--- src/rtl/digit_scan_pkg.sv ---
// Shared constants for the six-digit seven-segment scan driver:
// digit count, segment bit positions and the BCD pattern table.
package digit_scan_pkg;

  localparam int unsigned NUM_DIGITS = 6;
  localparam int unsigned BCD_W      = 4;
  localparam int unsigned SEG_W      = 7;
  localparam int unsigned SEG_BYTE_W = 8;
  localparam int unsigned BCD_MAX    = 9;

  // Bit positions inside the segment byte
  localparam int unsigned SEG_A_BIT  = 0;
  localparam int unsigned SEG_G_BIT  = 6;
  localparam int unsigned SEG_DP_BIT = 7;

  // Active-high g..a patterns for 0-9
  localparam logic [SEG_W-1:0] SEG7_TABLE [BCD_MAX+1] = '{
    7'h3F, 7'h06, 7'h5B, 7'h4F, 7'h66,
    7'h6D, 7'h7D, 7'h07, 7'h7F, 7'h6F
  };

endpackage

--- src/rtl/seg7_decode.sv ---
// Combinational BCD to active-high seven-segment pattern; codes above 9 are blank.
module seg7_decode
  import digit_scan_pkg::*;
(
  input  logic [BCD_W-1:0] bcd,
  output logic [SEG_W-1:0] pat
);

  always_comb begin
    pat = '0;
    if (bcd <= BCD_W'(BCD_MAX)) begin
      pat = SEG7_TABLE[bcd];
    end
  end

endmodule

--- src/rtl/digit_scan_module.sv ---
// Six-digit multiplexed seven-segment driver with per-frame snapshot and dead time.
// Optional build macro LEADING_ZERO_BLANK_EN blanks leading zero digits.
module digit_scan_module
  import digit_scan_pkg::*;
#(
  parameter int unsigned SCAN_DIV       = 50000,
  parameter int unsigned DEAD_CYCLES    = 16,
  parameter int unsigned SEG_ACTIVE_LOW = 1,
  parameter int unsigned SEL_ACTIVE_LOW = 1
) (
  input  logic       clk_i,
  input  logic       rst_i,
  input  logic [3:0] dat_1_i,
  input  logic [3:0] dat_2_i,
  input  logic [3:0] dat_3_i,
  input  logic [3:0] dat_4_i,
  input  logic [3:0] dat_5_i,
  input  logic [3:0] dat_6_i,
  input  logic [5:0] dp_i,
  output logic [7:0] seg_o,
  output logic [5:0] sel_o,
  output logic       frame_o
);

  localparam int unsigned CNT_W = $clog2(SCAN_DIV);
  localparam int unsigned IDX_W = $clog2(NUM_DIGITS);

  localparam logic [CNT_W-1:0]      CNT_LAST = CNT_W'(SCAN_DIV - 1);
  localparam logic [CNT_W-1:0]      CNT_DEAD = CNT_W'(DEAD_CYCLES);
  localparam logic [IDX_W-1:0]      IDX_LAST = IDX_W'(NUM_DIGITS - 1);
  localparam logic [SEG_BYTE_W-1:0] SEG_OFF  = {SEG_BYTE_W{SEG_ACTIVE_LOW != 0}};
  localparam logic [NUM_DIGITS-1:0] SEL_OFF  = {NUM_DIGITS{SEL_ACTIVE_LOW != 0}};

  logic [CNT_W-1:0]      cnt;
  logic [CNT_W-1:0]      cnt_nxt;
  logic [IDX_W-1:0]      idx;
  logic [IDX_W-1:0]      idx_nxt;
  logic [BCD_W-1:0]      shadow_dig [NUM_DIGITS];
  logic [NUM_DIGITS-1:0] shadow_dp;

  logic [BCD_W-1:0]      dat_c [NUM_DIGITS];
  logic                  tick_c;
  logic                  wrap_c;
  logic                  dead_c;
  logic [NUM_DIGITS-1:0] blank_c;
  logic [BCD_W-1:0]      cur_dig_c;
  logic [SEG_W-1:0]      cur_pat_c;
  logic [SEG_BYTE_W-1:0] seg_raw_c;
  logic [NUM_DIGITS-1:0] sel_on_c;
  logic [SEG_BYTE_W-1:0] seg_nxt;
  logic [NUM_DIGITS-1:0] sel_nxt;

  // Gather the input digits into an array indexed like the shadow
  always_comb begin
    dat_c[0] = dat_1_i;
    dat_c[1] = dat_2_i;
    dat_c[2] = dat_3_i;
    dat_c[3] = dat_4_i;
    dat_c[4] = dat_5_i;
    dat_c[5] = dat_6_i;
  end

  // Slot prescaler and digit index advance
  always_comb begin
    tick_c  = (cnt == CNT_LAST);
    wrap_c  = tick_c && (idx == IDX_LAST);
    cnt_nxt = tick_c ? '0 : cnt + CNT_W'(1);
    idx_nxt = idx;
    if (wrap_c) begin
      idx_nxt = '0;
    end else if (tick_c) begin
      idx_nxt = idx + IDX_W'(1);
    end
  end

`ifdef LEADING_ZERO_BLANK_EN
  // A digit blanks when it and everything above it is zero; units never blank
  always_comb begin
    logic zero_run;
    zero_run = 1'b1;
    blank_c  = '0;
    for (int k = NUM_DIGITS - 1; k >= 1; k--) begin
      zero_run   = zero_run && (shadow_dig[k] == '0);
      blank_c[k] = zero_run;
    end
  end
`else
  assign blank_c = '0;
`endif

  assign cur_dig_c = shadow_dig[idx];

  seg7_decode u_decode (
    .bcd (cur_dig_c),
    .pat (cur_pat_c)
  );

  // Next output values from the current slot state
  always_comb begin
    seg_raw_c = '0;
    sel_on_c  = '0;
    seg_nxt   = SEG_OFF;
    sel_nxt   = SEL_OFF;
    dead_c    = (cnt < CNT_DEAD);
    seg_raw_c[SEG_DP_BIT]            = shadow_dp[idx];
    seg_raw_c[SEG_G_BIT:SEG_A_BIT]   = blank_c[idx] ? '0 : cur_pat_c;
    sel_on_c[idx]                    = 1'b1;
    if (!dead_c) begin
      seg_nxt = (SEG_ACTIVE_LOW != 0) ? ~seg_raw_c : seg_raw_c;
      sel_nxt = (SEL_ACTIVE_LOW != 0) ? ~sel_on_c  : sel_on_c;
    end
  end

  // Scan state and frame snapshot
  always_ff @(posedge clk_i or negedge rst_i) begin
    if (!rst_i) begin
      cnt       <= '0;
      idx       <= '0;
      shadow_dp <= '0;
      for (int k = 0; k < NUM_DIGITS; k++) begin
        shadow_dig[k] <= '0;
      end
    end else begin
      cnt <= cnt_nxt;
      idx <= idx_nxt;
      if (wrap_c) begin
        shadow_dp <= dp_i;
        for (int k = 0; k < NUM_DIGITS; k++) begin
          shadow_dig[k] <= dat_c[k];
        end
      end
    end
  end

  // Registered display outputs
  always_ff @(posedge clk_i or negedge rst_i) begin
    if (!rst_i) begin
      seg_o   <= SEG_OFF;
      sel_o   <= SEL_OFF;
      frame_o <= 1'b0;
    end else begin
      seg_o   <= seg_nxt;
      sel_o   <= sel_nxt;
      frame_o <= wrap_c;
    end
  end

endmodule
--- config.mk ---
export PLATFORM = sky130hd
export DESIGN_NAME = digit_scan_module
export DESIGN_NICKNAME = d
export VERILOG_FILES = /design/src/rtl/digit_scan_pkg.sv /design/src/rtl/seg7_decode.sv /design/src/rtl/digit_scan_module.sv
export SDC_FILE = /design/constraint.sdc
export NUM_CORES = 1
export LEC_CHECK = 0
export ABC_CLOCK_PERIOD_IN_PS = 2700
export CORE_MARGIN = 8
export CORE_UTILIZATION = 53
export CTS_CLUSTER_DIAMETER = 30
export DETAILED_ROUTE_END_ITERATION = 8
export PLACE_DENSITY = 0.91
export RECOVER_POWER = 100
export SLEW_MARGIN = 40
export SYNTH_ARGS = -nofsm -noshare
export SYNTH_HDL_FRONTEND = slang
export SYNTH_SLANG_ARGS = --single-unit
export TNS_END_PERCENT = 1
--- constraint.sdc ---
create_clock -name clk_i -period 2.7 [get_ports clk_i]
set_clock_uncertainty 0.15 [all_clocks]
set_input_delay 0.54 -clock clk_i [delete_from_list [all_inputs] [get_ports clk_i]]
set_output_delay 0.54 -clock clk_i [all_outputs]
set_load 0.005 [all_outputs]
==> run_results.csv <==
group,metric,value,unit
status,status,"finished with violations",
status,violations,"capacitance limit, slew limit",
clock_network,post_cts_resized,0,
clock_network,path_clk_slew,70,ps
sta,hold_viol,0,
job,cap_violations,1,
drt,drc,0,
drt,vias,2072,
sta,fin_crit_sh,94.44,%
sta,tightest_slew,1659,ps
worst_setup_path,path_class,"reg2reg",
worst_setup_path,slowest_stage,"mux4_2",
clock_network,clock_path_buffers,2,
placed_design,dp.cells,353,
logic_synthesis,syn_nets,281,
placed_design,place_congestion,0.8819,
power,power_switching,457.9,uW
clock_network,hold_buffers,0,
die,ios,47,
sta,period_needed,2550,ps
global_routing,track_usage,15.96,%
worst_setup_path,cp.required,2810,ps
global_routing,grt_max_degree,36,
finish,final_util,67.98,%
die,coreArea,0.005507,mm2
clock_network,clk_latency,350,ps
logic_synthesis,ys_async_sr_fraction,100.0,%
power,p_comb_share,7.6,%
drt,via_per_inst,5.615,
logic_synthesis,synth_cells,241,
clock_network,cts_tree,"yes",
sta,setup_tns,0,ps
clock_network,htreeDepth,3,
power,power.share.clock,41.7,%
die,die_height,91.45,um
logic_synthesis,syn_avg_cell_area,12.52,um2
drt,ant_nets,0,
logic_synthesis,ys_top_cells_by_count,"50 x dfrtp_1, 35 x mux2_2, 14 x dfstp_2, 14 x nand3_1, 11 x nor2_1",
global_routing,grt_pass1_wl,10590,um
finish,drive_above_1_share,26.60,%
clock_network,post_cts_buffers,0,
drt,drtPass1Iterations,5,
drt,wl_per_cell,17.04,um
clock_network,cts_buffers,9,
finish,layoutNonFillerInstCount,369,
logic_synthesis,syn_area,0.003017,mm2
drt,drt_iter0_markers,148,
global_routing,antenna_found_initial,0,
global_routing,grt_pass1_vias,2096,
finish,nNetsFinal,332,
worst_setup_path,critPathArrivalTime,2660,ps
logic_synthesis,synth.area.top_cells,"dfrtp_1 41%, mux2_2 13%, dfstp_2 12%",
power,p_per_area,535.0,mW/mm2
placed_design,hpwl,4590,um
power,switching_share,22.86,%
worst_setup_path,path_cells,"clkbuf_2, nand2b_1, mux4_2, ha_1, or2_2, a21o_1, o2111ai_1",
logic_synthesis,synthMostInstantiatedCell,"dfrtp_1",
clock_network,cts.sinks,64,
sta,drv_slew,30,
logic_synthesis,netlist.area_leader.share,41.48,%
worst_setup_path,worstSetupStartpointType,"register",
power,p_seq_share,50.7,%
die,initial_core_util,54.78,%
die,die-area,0.008362,mm2
sta,setup_viol,0,
drt,postRouteWirelength,6286,um
logic_synthesis,ys_seq_area_share,53.67,%
power,p_leak,1.584,nW
sta,clock.fmax,0.3922,GHz
sta,rsz0062_at_grt,"no",
die,rows,27,
worst_setup_path,critPathMaxFanout,9,
die,die_w,91.45,um
finish,layout-area-overhead-vs-synth,24.10,%
logic_synthesis,yosysWarningCount,0,
placed_design,portBuffers,46,
power,p_int,1.545,mW
clock_network,clock-root-buffer,"clkbuf_8",
worst_setup_path,cp-end-kind,"register",
logic_synthesis,yosys_most_used_dff,"dfrtp_1",
logic_synthesis,synth_cell_types,41,
finish,num_antenna_cells,0,
global_routing,grt_overflow,0,
logic_synthesis,synth-edff-count,0,
worst_setup_path,cpPeakStageDelay,530,ps
sta,slew_headroom,-10.59,%
logic_synthesis,synth_seq_cells,64,
logic_synthesis,yosysTopAreaCell,"dfrtp_1",
hold_path,hold_class,"reg2reg",
power,vdd_drop_max,0.4178,mV
-- area by class of cell --
type / instances / area [um2]
Clock buffer: 10 / 137.6
Clock inverter: 6 / 68.82
Fill cell: 390 / 1763
Inverter: 9 / 33.78
Multi-Input combinational cell: 157 / 1292
Sequential cell: 64 / 1619
Tap cell: 72 / 90.09
Timing Repair Buffer: 51 / 501.7
-- per-layer routing --
| layer | part of all wire [%] | up-vias | routed length, um | track usage (%) |
|---|---|---|---|---|
| met4 | 3.0 | 0 | 191 | 9.686 |
| met1 | 41 | 1017 | 2585 | 19.33 |
| li1 | - | 960 | - | - |
| met2 | 49 | 79 | 3067 | 24.61 |
| met5 | 0 | - | 0 | 0 |
| met3 | 7.0 | 16 | 441 | 4.609 |
-- flip-flops by register name (all words and copies together), names as in the netlist --
register and flops:
shadow_dig 24, cnt 16, seg_o 8, sel_o 6
shadow_dp 6, idx 3, frame_o 1
-- kinds of logic (layout without fill, tap and decap cells) --
family                   after synthesis  count (layout)  share of synthesized area (%)
buffers and inverters                 20              76                          3.235
XOR/XNOR                              12              12                          3.484
adder cells (fa/ha/maj)                8               8                          3.318
flip-flops                            64              64                          53.67
AND/OR/NAND/NOR                       73              73                          13.36
AO/OA/AOI/OAI                         18              18                          4.397
multiplexers                          46              46                          18.54
-- layout by cell type (no fill, tap or decap), types with 2 or more instances in the layout --
| cell type | count |
|---|---|
| and2_1 | 2 |
| inv_1 | 9 |
| clkinvlp_4 | 4 |
| a31o_2 | 2 |
| o211ai_1 | 3 |
| nor2_1 | 11 |
| nor3_1 | 4 |
| nand2b_1 | 6 |
| and4_1 | 2 |
| a21oi_1 | 2 |
| xor2_1 | 5 |
| dlygate4sd3_1 | 15 |
| mux4_2 | 4 |
| nand4_1 | 5 |
| clkbuf_8 | 10 |
| and2_0 | 3 |
| clkdlybuf4s50_1 | 30 |
| nor4_1 | 7 |
| nand3_1 | 14 |
| nand2_1 | 9 |
| ha_1 | 8 |
| and3_1 | 2 |
| mux2i_1 | 6 |
| xnor2_1 | 7 |
| a21o_1 | 2 |
| buf_4 | 3 |
| mux2_2 | 35 |
| o21ai_0 | 3 |
| nor2b_1 | 5 |
| dfrtp_1 | 50 |
| dfstp_2 | 14 |
-- power by group through the flow --
stage               registers (mW)  logic [mW]  clock network (mW)
finish                        1.02       0.152               0.835
global route                  1.02       0.167               0.897
CTS                           1.02       0.159               0.844
detailed placement            1.03       0.157                   0
global placement              1.03       0.151                   0
floorplan                     1.03      0.0567                   0
-- per-stage QoR --
stage	area, um2	worst slack, ps	total power [mW]	hold slack, ps
3_5_place_dp	3548	226.3	1.190	330.9
6_report	3744	150.1	2.003	351.1
5_1_grt	3744	61.71	2.083	359.1
4_1_cts	3755	196.9	2.019	92.45
2_1_floorplan	3017	368.5	1.085	94.41
3_3_place_gp	3548	347.1	1.182	318.2
-- worst max-delay path: cells and delay by family, from the launching register on --
kind                       cells  cell delay (ps)
muxes                          1              530
and+or+nand+nor                2              490
DFF                            1              470
AOI/OAI and AO/OA              2              380
buffers and inverters          1              220
adders and majority gates      1              220
-- worst paths after layout --
kind,from,to,slack (ps),cells after the start
setup / recovery,idx[2],seg_o[0],150,7
hold / removal,cnt[7],cnt[7],350,1
setup reg to reg,idx[2],seg_o[0],150,7
hold reg to reg,cnt[7],cnt[7],350,1
max in group asynchronous,rst_i,sel_o[5],980,2
min in group asynchronous,rst_i,shadow_dig[9],460,1
No activity file was read; power rests on OpenSTA's default activity.
